File: config.mk
export PLATFORM = sky130hd
export DESIGN_NAME = t01_button_ctrl
export DESIGN_NICKNAME = d
export VERILOG_FILES = /design/src/rtl/t01_button_ctrl.sv
export SDC_FILE = /design/constraint.sdc
export NUM_CORES = 1
export LEC_CHECK = 0
export BUFFER_PORTS_ARGS = -buffer_cell sky130_fd_sc_hd__buf_2
export CAP_MARGIN = 5
export CELL_PAD_IN_SITES_DETAIL_PLACEMENT = 1
export CELL_PAD_IN_SITES_GLOBAL_PLACEMENT = 1
export CORE_ASPECT_RATIO = 1.75
export CORE_MARGIN = 2
export CORE_UTILIZATION = 49
export CTS_BUF_LIST = sky130_fd_sc_hd__clkbuf_16
export DETAILED_ROUTE_END_ITERATION = 10
export GPL_TIMING_DRIVEN = 0
export HOLD_SLACK_MARGIN = 0.05
export PLACE_DENSITY_LB_ADDON = 0.12
export SKIP_LAST_GASP = 1
export SLEW_MARGIN = 25
export SYNTH_ARGS = -nofsm -noshare
export SYNTH_HDL_FRONTEND = slang
export SYNTH_SLANG_ARGS = --single-unit
File: constraint.sdc
create_clock -name clk -period 3.7 [get_ports clk]
set_clock_uncertainty 0.2 [all_clocks]
set_input_delay 0.185 -clock clk [delete_from_list [all_inputs] [get_ports clk]]
set_output_delay 0.185 -clock clk [all_outputs]
set_load 0.005 [all_outputs]
File: src/rtl/t01_button_ctrl.sv
// Button front end: per-button debounce, press and auto-repeat event generation,
// round-robin arbitration into a first-word-fall-through event FIFO.
module t01_button_ctrl #(
  parameter int NBTN          = 4,
  parameter int DB_CYCLES     = 16,
  parameter int HOLD_CYCLES   = 64,
  parameter int REPEAT_CYCLES = 16,
  parameter int FIFO_DEPTH    = 4
) (
  input  logic                    clk,
  input  logic                    rst,
  input  logic [NBTN-1:0]         btn_sync,
  output logic [NBTN-1:0]         btn_level,
  output logic                    evt_valid,
  input  logic                    evt_ready,
  output logic [$clog2(NBTN)-1:0] evt_code,
  output logic                    evt_repeat,
  output logic                    overflow,
  input  logic                    clr_overflow
);
  localparam int CW   = $clog2(NBTN);
  localparam int DBW  = $clog2(DB_CYCLES + 1);
  localparam int HMAX = (HOLD_CYCLES > REPEAT_CYCLES) ? HOLD_CYCLES : REPEAT_CYCLES;
  localparam int HW   = $clog2(HMAX + 1);
  localparam int AW   = $clog2(FIFO_DEPTH);

  typedef enum logic {PH_HOLD, PH_REPEAT} phase_t;

  logic [NBTN-1:0] r_level, r_pend, r_rep;
  logic [DBW-1:0]  r_cnt   [NBTN];
  logic [HW-1:0]   r_hold  [NBTN];
  phase_t          r_phase [NBTN];
  logic [CW-1:0]   r_rr;
  logic            r_ovf;
  logic [CW-1:0]   r_mem_code [FIFO_DEPTH];
  logic            r_mem_rep  [FIFO_DEPTH];
  logic [AW-1:0]   r_wr, r_rd;
  logic [AW:0]     r_count;

  logic [NBTN-1:0] w_level_n, w_pend_n, w_rep_n, w_evt, w_evt_rep;
  logic [DBW-1:0]  w_cnt_n   [NBTN];
  logic [HW-1:0]   w_hold_n  [NBTN];
  phase_t          w_phase_n [NBTN];
  logic            w_pop, w_can, w_gnt, w_push, w_drop;
  logic [CW-1:0]   w_gnt_idx, w_rr_n;
  int unsigned     w_idx;
  logic [AW-1:0]   w_head;

  // Debounce and event generation; one hold counter serves both the initial
  // hold delay and the repeat period, the phase selecting the terminal count.
  always_comb begin
    w_level_n = r_level;
    w_evt     = '0;
    w_evt_rep = '0;
    for (int unsigned i = 0; i < NBTN; i++) begin
      w_cnt_n[i]   = '0;
      w_hold_n[i]  = r_hold[i];
      w_phase_n[i] = r_phase[i];
      if (btn_sync[i] != r_level[i]) begin
        if (r_cnt[i] == DBW'(DB_CYCLES - 1)) w_level_n[i] = ~r_level[i];
        else                                 w_cnt_n[i]   = r_cnt[i] + 1'b1;
      end
      if (w_level_n[i] && !r_level[i]) begin
        w_evt[i]     = 1'b1;
        w_hold_n[i]  = '0;
        w_phase_n[i] = PH_HOLD;
      end else if (r_level[i]) begin
        if (r_hold[i] + 1'b1 == ((r_phase[i] == PH_HOLD) ? HW'(HOLD_CYCLES)
                                                          : HW'(REPEAT_CYCLES))) begin
          w_evt[i]     = 1'b1;
          w_evt_rep[i] = 1'b1;
          w_hold_n[i]  = '0;
          w_phase_n[i] = PH_REPEAT;
        end else begin
          w_hold_n[i] = r_hold[i] + 1'b1;
        end
      end
    end
  end

  // Round-robin grant over pend bits registered at the previous edge.
  always_comb begin
    w_pop     = evt_valid & evt_ready;
    w_can     = (r_count != (AW+1)'(FIFO_DEPTH)) | w_pop;
    w_gnt     = 1'b0;
    w_gnt_idx = '0;
    w_idx     = 0;
    for (int unsigned k = 0; k < NBTN; k++) begin
      w_idx = r_rr + k;
      if (w_idx >= NBTN) w_idx = w_idx - NBTN;
      if (!w_gnt && r_pend[CW'(w_idx)]) begin
        w_gnt     = 1'b1;
        w_gnt_idx = CW'(w_idx);
      end
    end
    w_push = w_gnt & w_can;
    w_rr_n = (w_gnt_idx == CW'(NBTN - 1)) ? '0 : w_gnt_idx + 1'b1;
    w_drop = |(w_evt & r_pend);
    w_pend_n = r_pend | w_evt;
    w_rep_n  = r_rep;
    for (int unsigned i = 0; i < NBTN; i++) begin
      if (w_evt[i] && !r_pend[i]) w_rep_n[i] = w_evt_rep[i];
    end
    if (w_push) w_pend_n[w_gnt_idx] = 1'b0;
  end

  always_ff @(posedge clk or posedge rst) begin
    if (rst) begin
      r_level <= '0;
      r_pend  <= '0;
      r_rep   <= '0;
      r_rr    <= '0;
      r_ovf   <= 1'b0;
      r_wr    <= '0;
      r_rd    <= '0;
      r_count <= '0;
      for (int unsigned i = 0; i < NBTN; i++) begin
        r_cnt[i]   <= '0;
        r_hold[i]  <= '0;
        r_phase[i] <= PH_HOLD;
      end
      for (int unsigned d = 0; d < FIFO_DEPTH; d++) begin
        r_mem_code[d] <= '0;
        r_mem_rep[d]  <= 1'b0;
      end
    end else begin
      r_level <= w_level_n;
      r_pend  <= w_pend_n;
      r_rep   <= w_rep_n;
      for (int unsigned i = 0; i < NBTN; i++) begin
        r_cnt[i]   <= w_cnt_n[i];
        r_hold[i]  <= w_hold_n[i];
        r_phase[i] <= w_phase_n[i];
      end
      if (w_push) begin
        r_mem_code[r_wr] <= w_gnt_idx;
        r_mem_rep[r_wr]  <= r_rep[w_gnt_idx];
        r_wr             <= r_wr + 1'b1;
        r_rr             <= w_rr_n;
      end
      if (w_pop) r_rd <= r_rd + 1'b1;
      if (w_push && !w_pop)      r_count <= r_count + 1'b1;
      else if (!w_push && w_pop) r_count <= r_count - 1'b1;
      if (w_drop)            r_ovf <= 1'b1;
      else if (clr_overflow) r_ovf <= 1'b0;
    end
  end

  // When empty, point at the most recently popped slot so the outputs hold.
  assign w_head     = evt_valid ? r_rd : r_rd - 1'b1;
  assign btn_level  = r_level;
  assign evt_valid  = (r_count != '0);
  assign evt_code   = r_mem_code[w_head];
  assign evt_repeat = r_mem_rep[w_head];
  assign overflow   = r_ovf;
endmodule

# Word level (Yosys, flattened, before mapping)
# Index checks and enable logic that the tools add are counted.
# W data, S select, Z words.
word_totals:
  regBits: 86
  inputBits: 8
  out_inout_bits: 9
  word_cells: 239
op_classes:
  add_sub_neg: 21
  order_cmp: 13
  n_eq_ne: 14
  n_mux: 103
  bitwise_logic: 13
  n_reduce_logical: 44
op_table:
  columns: ["cell", "count"]
  rows:
  - ["$mux W7", 16]
  - ["$mux W1", 51]
  - ["$mux W5", 8]
  - ["$add A7 B1 Y7 const B", 4]
  - ["$eq A7 B7 Y1", 4]
  - ["$mux W2", 13]
  - ["$add A5 B1 Y5 const B", 4]
  - ["$eq A5 B4 Y1 const B", 4]
  - ["$reduce_bool A2 Y1", 10]
  - ["$ge A3 B3 Y1 const B", 5]
  - ["$logic_and A1 B1 Y1", 15]
  - ["$lt A2 B3 Y1 const B", 5]
  - ["$logic_not A1 Y1", 13]
  - ["$bmux W1 S2", 6]
  - ["$sub A2 B1 Y2 const B", 5]
  - ["$and A4 B4 Y4", 2]
  - ["$bwmux W8", 1]
  - ["$reduce_and A2 Y1", 4]
  - ["$add A2 B1 Y2 const B", 3]
  - ["$add A2 B2 Y3 const B", 2]
  - ["$mux W3", 2]
  - ["$not A2 Y3", 2]
  - ["$bmux W2 S2", 1]
  - ["$bwmux W4", 1]
  - ["19 further kinds", 27]

# Depth between registers and ports, before layout
# Gate-level depths: netlist of the first run.
logic_depth:
  word_depth: 21
  depth_mapped: 10
  depth_no_buf: 8

# Least setup slack after synthesis of the first run
# No wires, ideal clock.
synth_timing:
  path_type: "register -> register"
  from: "register r_pend[2]"
  to: "register r_count[1]"
  setup_ns: 0.125
  arrival_ns: 2.082
  required_ns: 3.375
  path_slack_ns: 1.294
  path_stages_with_launch: 9
  n_path_buf: 2
  period_less_slack_ns: 2.406
  cell_sequence: "dfrtp_1 > buf_2 > nor4_1 > nor2_1 > clkbuf_1 > ha_1 > inv_1 > fa_1 > mux2_2"
synth_between:
  elab_chain_len: 16
  elab_cells_between_ends: 24
  cone_classes: "13 x mux; 1 x bitwise; 10 x reduce/logical"
synth_rtl:
  columns: ["item", "line", "rtl"]
  rows:
  - ["from (decl)", "29", "logic [NBTN-1:0] r_level, r_pend, r_rep;"]
  - ["from (signal assigned)", "128", "r_pend <= w_pend_n;"]
  - ["$bmux W1 S2", "91", "if (!w_gnt && r_pend[CW'(w_idx)]) begin"]
  - ["$mux W1 (not written as such)", "91", null]
  - ["$mux W1", "91", null]
  - ["$logic_not A1 Y1", "91", null]
  - ["$logic_and A1 B1 Y1", "91", null]
  - ["$mux W1", "91", null]
  - ["$logic_not A1 Y1", "91", null]
  - ["$logic_and A1 B1 Y1", "91", null]
  - ["$mux W1", "91", null]
  - ["$logic_not A1 Y1", "91", null]
  - ["$logic_and A1 B1 Y1", "91", null]
  - ["$mux W1 (*)", "91", null]
  - ["$and A1 B1 Y1 (*)", "96", "w_push = w_gnt & w_can;"]
  - ["$logic_not A1 Y1", "143", "else if (!w_push && w_pop) r_count <= r_count - 1'b1;"]
  - ["$logic_and A1 B1 Y1", "143", null]
  - ["$reduce_bool A2 Y1 (no line)", null, null]
  - ["to (signal assigned)", "142", "if (w_push && !w_pop) r_count <= r_count + 1'b1;"]
  - ["to (signal assigned)", "143", null]
  - ["to (decl)", "38", "logic [AW:0] r_count;"]
# Mark *: on every way between the ends. The rest lies on a longest branch, timed or not. The select of a mux whose other input is x is not followed.
# A chain may end at the register's enable or synchronous reset.

# Worst setup path in the final report of the first run
layout_timing:
  from: "register r_pend[3]"
  to: "register r_count[2]"
# Same word-level chain as after synthesis.

==> out/qor.txt, run 1 <==
CP Max Fanout: 10
hold_buf cts: 6
Synth area leaders: dfrtp_1, o21ai_0, nand2_1
EDFF count, synth: 0
fin crit period: 2.871 ns
Vias: 3602
share of cells above drive strength 1: 12.01%
maximum clock rate: 348.3 MHz
Max Slew Vio Count: 0
clk root buf: clkbuf_16
initial core utilization: 50.41%
post-CTS sizing: 0
placed cell area: 0.004847 mm2
Slew headroom: 63.30%
RSZ-0062 raised after global routing: false
Num Clock Sinks: 86
most common cell after layout, fill and taps aside: dfrtp_1
Netlist cell types: 70
CP Capture Type: flop
Avg WL per Cell: 16.37 um
Final Setup Violations: 0
GRT Residual Overflow: 0
hold crit path type: in2reg
sequential fraction of the synthesis area: 46.94%
post-synthesis register bit count: 86
Power Density: 732.1 mW/mm2
Final Hold Fails: 0
setup bufs post-CTS: 0
post-synth net total: 495
GRT Util Overall: 21.77%
ys flop type: dfrtp_1
Die Ht: 132.0 um
synthesized cell area: 0.004584 mm2
die width: 77.12 um
Critical Path RT: 3.76 ns
Arr. time, crit path: 2.93 ns
initial antenna violation count: 0
Largest stage delay, worst path: 0.44 ns
vias in the first global route: 3911
# Max-Cap Violations: 0
CP Class: reg2reg
Synth Instances: 469
leakage: 2.263 nW
DIE AREA: 0.01018 mm2
DP HPWL: 7388 um
First-pass DRT Iterations: 4
Hold WS: 0.07177 ns
CP cell instances: buf_2, nor4_1, nor2_1, clkbuf_1, ha_1, inv_1, fa_1, xor2_1, nor2_1, xor2_1
Num CTS Buffers: 9
DR vias/cell: 5.736
nets@finish: 529
Site Rows: 46
status: complete, no violations
type of origin of the critical path: flop
r2r setup slk: 0.83 ns
Longest Clk Path Bufs: 2
area leader, netlist: dfrtp_1
DRT iter0 DRCs: 96
fin area: 0.005189 mm2
Peak VDD IR: 376.2 uV
Final TNS setup: 0 ns
Post-synth ARST share: 100.0%
worst slew pin tran: 0.5505 ns
first-pass GRT wire length: 18100 um
most frequent cells in the layout: dfrtp_1, nand2_1, o21ai_0, nor2_1, nand3_1
Yosys top cell area share: 46.94%
residual DRC count: 0
slowest CP cell: clkbuf_1
pin count of the biggest net entering global routing: 46
number of H-tree levels: 3
post-route ant nets: 0
worst skew pair latency: 0.34 ns
TritonCTS clock tree: built
period utilization: 77.59%
# port buffers: 16
synthesis-to-layout area growth: 13.18%
HP Start: clr_overflow
yosys warns: 0
CORE AREA: 0.009094 mm2
final WL: 10280 um
Top Ports: 17
Reg2Reg Launch Point: r_pend[3]
clk slew on worst S/H paths: 0.06 ns
Worst Setup SP: r_pend[3]
final RePlAce weighted congestion: 0.7928
# diodes: 0
synthesized area per cell: 9.775 um2
-- area by class of cell --
| cell class | instances | area [um2] |
|---|---|---|
| clock inverter | 7 | 56.30 |
| multi-input combinational | 349 | 2288 |
| clock buffer | 9 | 225.2 |
| sequential | 86 | 2152 |
| timing repair buffer | 23 | 167.7 |
| inverter | 20 | 80.08 |
| fill | 1058 | 3905 |
| buffer | 14 | 68.82 |
| tap | 120 | 150.1 |
-- path summary, 6_finish.rpt --
path / depth (start not counted) / to
setup / recovery: 10 / r_count[2]
hold / removal: 5 / overflow
setup reg to reg: 10 / r_count[2]
hold reg to reg: 1 / r_cnt[10]
max in group asynchronous: 4 / r_cnt[12]
min in group asynchronous: 3 / r_cnt[17]
-- state kept, by name, indices dropped and copies added (netlist names) --
| name | flops |
|---|---|
| r_pend | 4 |
| r_mem_rep | 4 |
| r_rd | 2 |
| r_phase | 4 |
| r_cnt | 20 |
| r_mem_code | 8 |
| r_wr | 2 |
| r_rep | 4 |
| r_hold | 28 |
| btn_level | 4 |
| r_count | 3 |
| r_rr | 2 |
| overflow | 1 |
-- kinds of logic after synthesis --
family / Yosys count / synth area share, %
AND/OR/NAND/NOR: 179 / 20.25
AO/OA/AOI/OAI: 111 / 15.61
flip-flops: 86 / 46.94
buffers and inverters: 34 / 3.138
XOR/XNOR: 32 / 6.114
adder cells (fa/ha/maj): 18 / 5.076
multiplexers: 9 / 2.866
-- report_power, final --
group          switching, W  internal, W  total (W)
Sequential         0.000275      0.00122    0.00149
Clock              0.000361     0.000512   0.000874
Combinational      0.000779     0.000654    0.00143
Total               0.00142      0.00238    0.00380
-- synthesized netlist by cell type, types with 4 or more instances --
master / n
xnor2_1: 17
a21oi_1: 15
and3_1: 9
o21ai_1: 5
ha_1: 17
xor2_1: 15
nor2b_1: 8
nand4_1: 7
o21ai_0: 48
o31ai_1: 7
and2_1: 4
inv_1: 18
clkbuf_1: 8
dfrtp_1: 86
a211oi_1: 4
nand2b_1: 4
nor3_1: 4
nor2_1: 30
buf_2: 5
nand2_1: 61
nand3_1: 23
-- stage by stage --
step                instances  util, %  power, W  setup slack (ns)
floorplan                 469        -  0.002539             1.093
global placement          605    52.94  0.002829           0.08716
detailed placement        606    53.30  0.002944            0.8053
CTS                       628    57.06  0.003854            0.7747
global route              628    57.06  0.004099            0.5499
finish                    628    57.06  0.003799            0.8293
-- critical path, delay by kind of cell, from the launching register on --
kind          cells  cell delay [ns]
buf+inv           3             0.71
fa+ha+maj         2             0.67
simple gates      3             0.56
xor+xnor          2             0.33
flops             1             0.32
-- per-layer routing --
layer	part of all wire [%]	GRT usage (%)	routed length, um	vias to the layer above
li1	-	-	-	1731
met1	40	24.41	4128	1826
met2	56	40.84	5783	30
met3	2.0	3.288	210	15
met4	1.5	8.234	159	0
met5	0	0	0	-
(Power assumes the default switching activity.)
==> inputs of run 2 (changes only) <==
ABC_AREA = 1   (was unset)
CORE_UTILIZATION = 42   (was 49)
clock period = 2.4 ns   (was 3.7 ns; I/O delays follow)
==> run 2 against run 1 <==
Against the previous run: the flow now finishes with violations (negative setup slack); sequential cell count stayed put; critical path type unchanged; setup slack worse by 0.96 ns; cell count is 25% higher; non-clock buffer count is 21 higher; largest cell class unchanged; utilization is 4.3 points lower; clock-buffer cell count stayed put; combinational power grew to 3.0 times the previous value; worst hold slack better by 0.051 ns; die area is 17% higher; global-route usage is 0.44 points lower.
==> out/qor.txt, run 2 <==
status: complete, but fails checks
failing checks: negative setup slack
Final Hold Fails: 0
synthesized area per cell: 7.923 um2
period utilization: 105.4%
synthesized cell area: 0.004627 mm2
pin count of the biggest net entering global routing: 29
Final Setup Violations: 5
# diodes: 0
Layout fillers: 1308
area of the multi-input gates: 0.002233 mm2
final WL: 11800 um
clk slew on worst S/H paths: 0.06 ns
Longest Clk Path Bufs: 2
post-route ant nets: 0
DRT iter0 DRCs: 137
count leader, synth: nand2_1
GRT Util Overall: 21.33%
Arr. time, crit path: 2.56 ns
top flop regs: r_hold: 28 flops, r_cnt: 20 flops, r_mem_code: 8 flops
first-pass GRT wire length: 20420 um
final RePlAce weighted congestion: 0.8090
yosys warns: 0
ys flop type: dfrtp_1
Netlist cell types: 30
length in cells of the worst reg-to-reg path: 14
CP Capture Type: flop
most frequent cells in the layout: nand2_1, dfrtp_1, inv_1, nand3_1, nor2_1
Die Ht: 142.9 um
Slew headroom: 67.66%
top cells by count, synth: nand2_1, dfrtp_1, inv_1
post-layout util: 52.71%
Avg WL per Cell: 15.07 um
Num CTS Buffers: 9
Reg area: 0.002155 mm2
fin crit period: 2.529 ns
area leader, netlist: dfrtp_1
maximum clock rate: 395.5 MHz
worst slew pin tran: 0.4852 ns
synthesis-to-layout area growth: 21.88%
Reg2Reg Launch Point: r_rr[0]
post-synth net total: 610
CP Class: reg2reg
Peak VDD IR: 1192 uV
Synth Instances: 584
clk root buf: clkbuf_16
Site Rows: 50
r2r setup slk: -0.13 ns
RSZ-0062 raised after global routing: true
Yosys top cell area share: 46.51%
initial core utilization: 43.25%
DP HPWL: 7965 um
Power Density: 1397 mW/mm2
post-synthesis register bit count: 86
Synth area leaders: dfrtp_1, nand2_1, inv_1
CP Max Fanout: 4
share of cells above drive strength 1: 19.45%
type of origin of the critical path: flop
DR vias/cell: 5.095
number of H-tree levels: 3
Vias: 3989
TritonCTS clock tree: built
residual DRC count: 0
# port buffers: 16
die width: 83.34 um
final worst slack: -0.1286 ns
hold crit path type: in2async
number of flip-flops in the largest register: 28
sequential fraction of the synthesis area: 46.51%
Num Clock Sinks: 86
fin cells: 783
most common cell after layout, fill and taps aside: nand2_1
DIE AREA: 0.01191 mm2
Post-synth ARST share: 100.0%
CORE AREA: 0.01070 mm2
Top Ports: 17
EDFF count, synth: 0
# Max-Cap Violations: 0
Largest Register: r_hold
initial antenna violation count: 0
Max Slew Vio Count: 0
vias in the first global route: 4418
GRT Residual Overflow: 0
reg2reg end: r_count[1]
nets@finish: 674
leakage: 2.895 nW
placed cells: 733
Critical Path RT: 2.43 ns
First-pass DRT Iterations: 4
worst skew pair latency: 0.35 ns
-- run 2: routing by layer --
layer | track usage [%] | vias to the layer above | wire (um)
li1 | - | 1970 | -
met1 | 23.02 | 1950 | 4515
met2 | 40.37 | 41 | 6668
met3 | 2.948 | 28 | 197
met4 | 10.44 | 0 | 420
met5 | 0 | - | 0
-- run 2: repair_timing --
| action | 4_1_cts | 5_1_grt |
|---|---|---|
| endpoints found under the setup margin | 2 | 15 |
| hold buffers | 7 | 0 |
| pin swaps | 11 | 15 |
| resized for setup | 20 | 27 |
| gates cloned | 2 | 0 |
| hold endpoints to repair | 101 | 0 |
| setup buffers | 22 | 8 |
-- run 2: cell type report --
type | count | area share [%]
timing repair buffer | 53 | 7.721
buffer | 5 | 0.5547
clock buffer | 9 | 3.994
inverter | 83 | 5.724
multi-input combinational | 409 | 39.61
tap | 130 | 2.884
sequential | 86 | 38.21
clock inverter | 7 | 1.176
timing repair inverter | 1 | 0.1331
-- run 2: logic make-up (layout without fill, tap and decap cells) --
logic type,Yosys count,count (layout),synth area share (%)
flops,86,86,46.51
fa+ha+maj,18,18,5.030
buf+inv,89,158,7.626
simple gates,300,300,28.66
mux,2,2,0.4867
xor+xnor,21,21,3.975
compound gates,68,68,7.707
-- run 2: worst max-delay path by stage --
stage                from    endpoint  slack, ns
6_report          r_rr[0]  r_count[1]      -0.13
5_1_grt           r_rr[0]  r_count[1]      -0.22
4_1_cts           r_rr[0]  r_count[1]      -0.11
3_5_place_dp   r_count[1]  r_count[1]      -0.36
3_3_place_gp   r_count[0]  r_count[1]      -0.26
2_1_floorplan     r_rr[0]  r_count[1]      -0.07
-- run 2: critical path: stages, from the launching register on --
cell,delay [ns]
dfrtp_2,0.42
buf_6,0.12
clkinvlp_4,0.12
nand2_2,0.11
nand2_2,0.07
nand2_2,0.07
nand2_2,0.06
nor2_4,0.08
nand3b_1,0.09
nand2_2,0.12
inv_6,0.04
ha_4,0.15
inv_4,0.05
fa_2,0.42
mux2_4,0.28
-- run 2: per-stage QoR --
step	setup TNS [ns]	area (um2)	hold slack [ns]	total power [W]	setup slack, ns
floorplan	-0.1421	4631	0.1099	0.004590	-0.07155
global placement	-0.5016	4873	0.2402	0.005214	-0.2597
detailed placement	-0.6933	4941	-0.04393	0.005404	-0.3551
CTS	-0.3862	5547	0.1454	0.007392	-0.1145
global route	-1.140	5639	0.1642	0.008558	-0.2217
finish	-0.3089	5639	0.1232	0.007880	-0.1286
-- run 2: report_power, final --
group	total (W)	switching (W)	internal (W)
clock network	0.00138	0.000584	0.000799
registers	0.00227	0.000367	0.00190
logic	0.00423	0.00245	0.00178
total	0.00788	0.00340	0.00448
==> inputs of run 3 (changes only) <==
MAX_ROUTING_LAYER = met4   (was unset)
==> run 3 against run 2 <==
Against the previous run: the run still ends with negative setup slack left; design area unchanged; sequential power about the same; cell count is the same; critical path type unchanged; critical endpoint unchanged; largest cell class unchanged; highest routed layer unchanged.
==> out/qor.txt, run 3 (synthesis results as in run 2) <==
status: complete, but fails checks
failing checks: negative setup slack
worst skew pair latency: 0.35 ns
DR WL met3: 210 um
DRT iter0 DRCs: 131
CP Capture Type: flop
# port buffers: 16
CP cell instances: buf_6, clkinvlp_4, nand2_2, nand2_2, nand2_2, nand2_2, nor2_4, nand3b_1, nand2_2, inv_6, ha_4, inv_4, fa_2, mux2_4
GRT Util Overall: 21.93%
initial antenna violation count: 0
total power: 0.007884 W
Largest delay share family, worst path: simple AND/OR/NAND/NOR gates
Critical Path RT: 2.43 ns
number of flip-flops in the largest register: 28
most frequent cells in the layout: nand2_1, dfrtp_1, inv_1, nand3_1, nor2_1
TritonCTS clock tree: built
Num Clock Sinks: 86
Slew headroom: 67.87%
maximum clock rate: 395.5 MHz
vias in the first global route: 4407
hold crit path type: in2async
CP Class: reg2reg
# diodes: 0
post-route ant nets: 0
Vias: 3995
share of cells above drive strength 1: 19.60%
Buf/Inv on CP: 4
period utilization: 105.4%
leakage: 2.895 nW
Largest Register: r_hold
most common cell after layout, fill and taps aside: nand2_1
fin crit period: 2.529 ns
Die Ht: 142.9 um
Top Ports: 17
residual DRC count: 0
Avg WL per Cell: 15.13 um
Largest stage delay, worst path: 0.42 ns
CORE AREA: 0.01070 mm2
WL met2: 6685 um
Site Rows: 50
Arr. time, crit path: 2.56 ns
most frequent cell on the critical path: nand2_2
DIE AREA: 0.01191 mm2
slowest CP cell: dfrtp_2
first-pass GRT wire length: 20410 um
Final Hold Fails: 0
Num CTS Buffers: 9
number of H-tree levels: 3
CP Max Fanout: 4
DR vias/cell: 5.102
RSZ-0062 raised after global routing: true
Max Slew Vio Count: 0
clk root buf: clkbuf_16
Final Setup Violations: 5
Power Density: 1398 mW/mm2
DR top layer: met4
DP Worst Slack: -0.3551 ns
pin count of the biggest net entering global routing: 29
die width: 83.34 um
synthesis-to-layout area growth: 21.88%
GRT Residual Overflow: 0
# Max-Cap Violations: 0
Peak VDD IR: 1192 uV
final WL: 11850 um
post-layout util: 52.71%
nets@finish: 674
Longest Clk Path Bufs: 2
final worst slack: -0.1285 ns
DP HPWL: 7965 um
worst slew pin tran: 0.4820 ns
final RePlAce weighted congestion: 0.8208
clk slew on worst S/H paths: 0.06 ns
top flop regs: r_hold: 28 flops, r_cnt: 20 flops, r_mem_code: 8 flops
initial core utilization: 43.25%
WL met1: 4518 um
type of origin of the critical path: flop
First-pass DRT Iterations: 4
==> run 3: final cells by class <==
| type | instances | area [um2] |
|---|---|---|
| Fill cell | 1308 | 5059 |
| Multi-Input combinational cell | 409 | 2233 |
| Sequential cell | 86 | 2155 |
| Timing Repair Buffer | 53 | 435.4 |
| Inverter | 83 | 322.8 |
| Clock buffer | 9 | 225.2 |
| Tap cell | 130 | 162.7 |
| Clock inverter | 7 | 66.31 |
| Buffer | 5 | 31.28 |
| Timing Repair inverter | 1 | 7.507 |
==> run 3: path summary, 6_finish.rpt <==
check | startpoint | endpoint | slack, ns | cells past startpoint
worst max-delay path | r_rr[0] | r_count[1] | -0.13 | 14
min in group clk | r_cnt[10] | r_cnt[10] | 0.26 | 1
max in group asynchronous | rst | r_rr[0] | 1.22 | 5
worst min register to register | r_cnt[10] | r_cnt[10] | 0.26 | 1
worst min-delay path | rst | r_hold[2] | 0.12 | 3
worst max register to register | r_rr[0] | r_count[1] | -0.13 | 14
==> run 3: report_power, final <==
part | switching, W | internal (W) | leakage [nW]
Clock | 0.000589 | 0.000799 | 0.140
Sequential | 0.000367 | 0.00190 | 1.04
Combinational | 0.00245 | 0.00178 | 1.71
==> run 3: what timing repair did <==
action / in CTS / in global routing
hold endpoints to repair: 101 / 0
gates cloned: 2 / 0
resized for setup: 20 / 28
setup buffers: 22 / 8
hold buffers: 7 / 0
endpoints found under the setup margin: 2 / 15
pin swaps: 11 / 15
==> run 3: worst min-delay path, delay by kind of cell <==
family,cells,cell delay (ns)
buffers and inverters,3,0.95
==> run 3: through the flow <==
step           TNS (ns)  area [um2]  std cells  hold slack (ns)
6_report        -0.3095        5639        783           0.1206
5_1_grt          -1.140        5639        783           0.1643
4_1_cts         -0.3862        5547        779           0.1454
3_5_place_dp    -0.6933        4941        733         -0.04393
3_3_place_gp    -0.5016        4873        730           0.2402
2_1_floorplan   -0.1421        4631        584           0.1099
==> run 3: routing by layer <==
| layer | up-vias | track usage (%) |
|---|---|---|
| met5 | - | - |
| met4 | 0 | 9.664 |
| met3 | 28 | 3.295 |
| met2 | 44 | 40.37 |
| met1 | 1952 | 23.06 |
| li1 | 1971 | - |
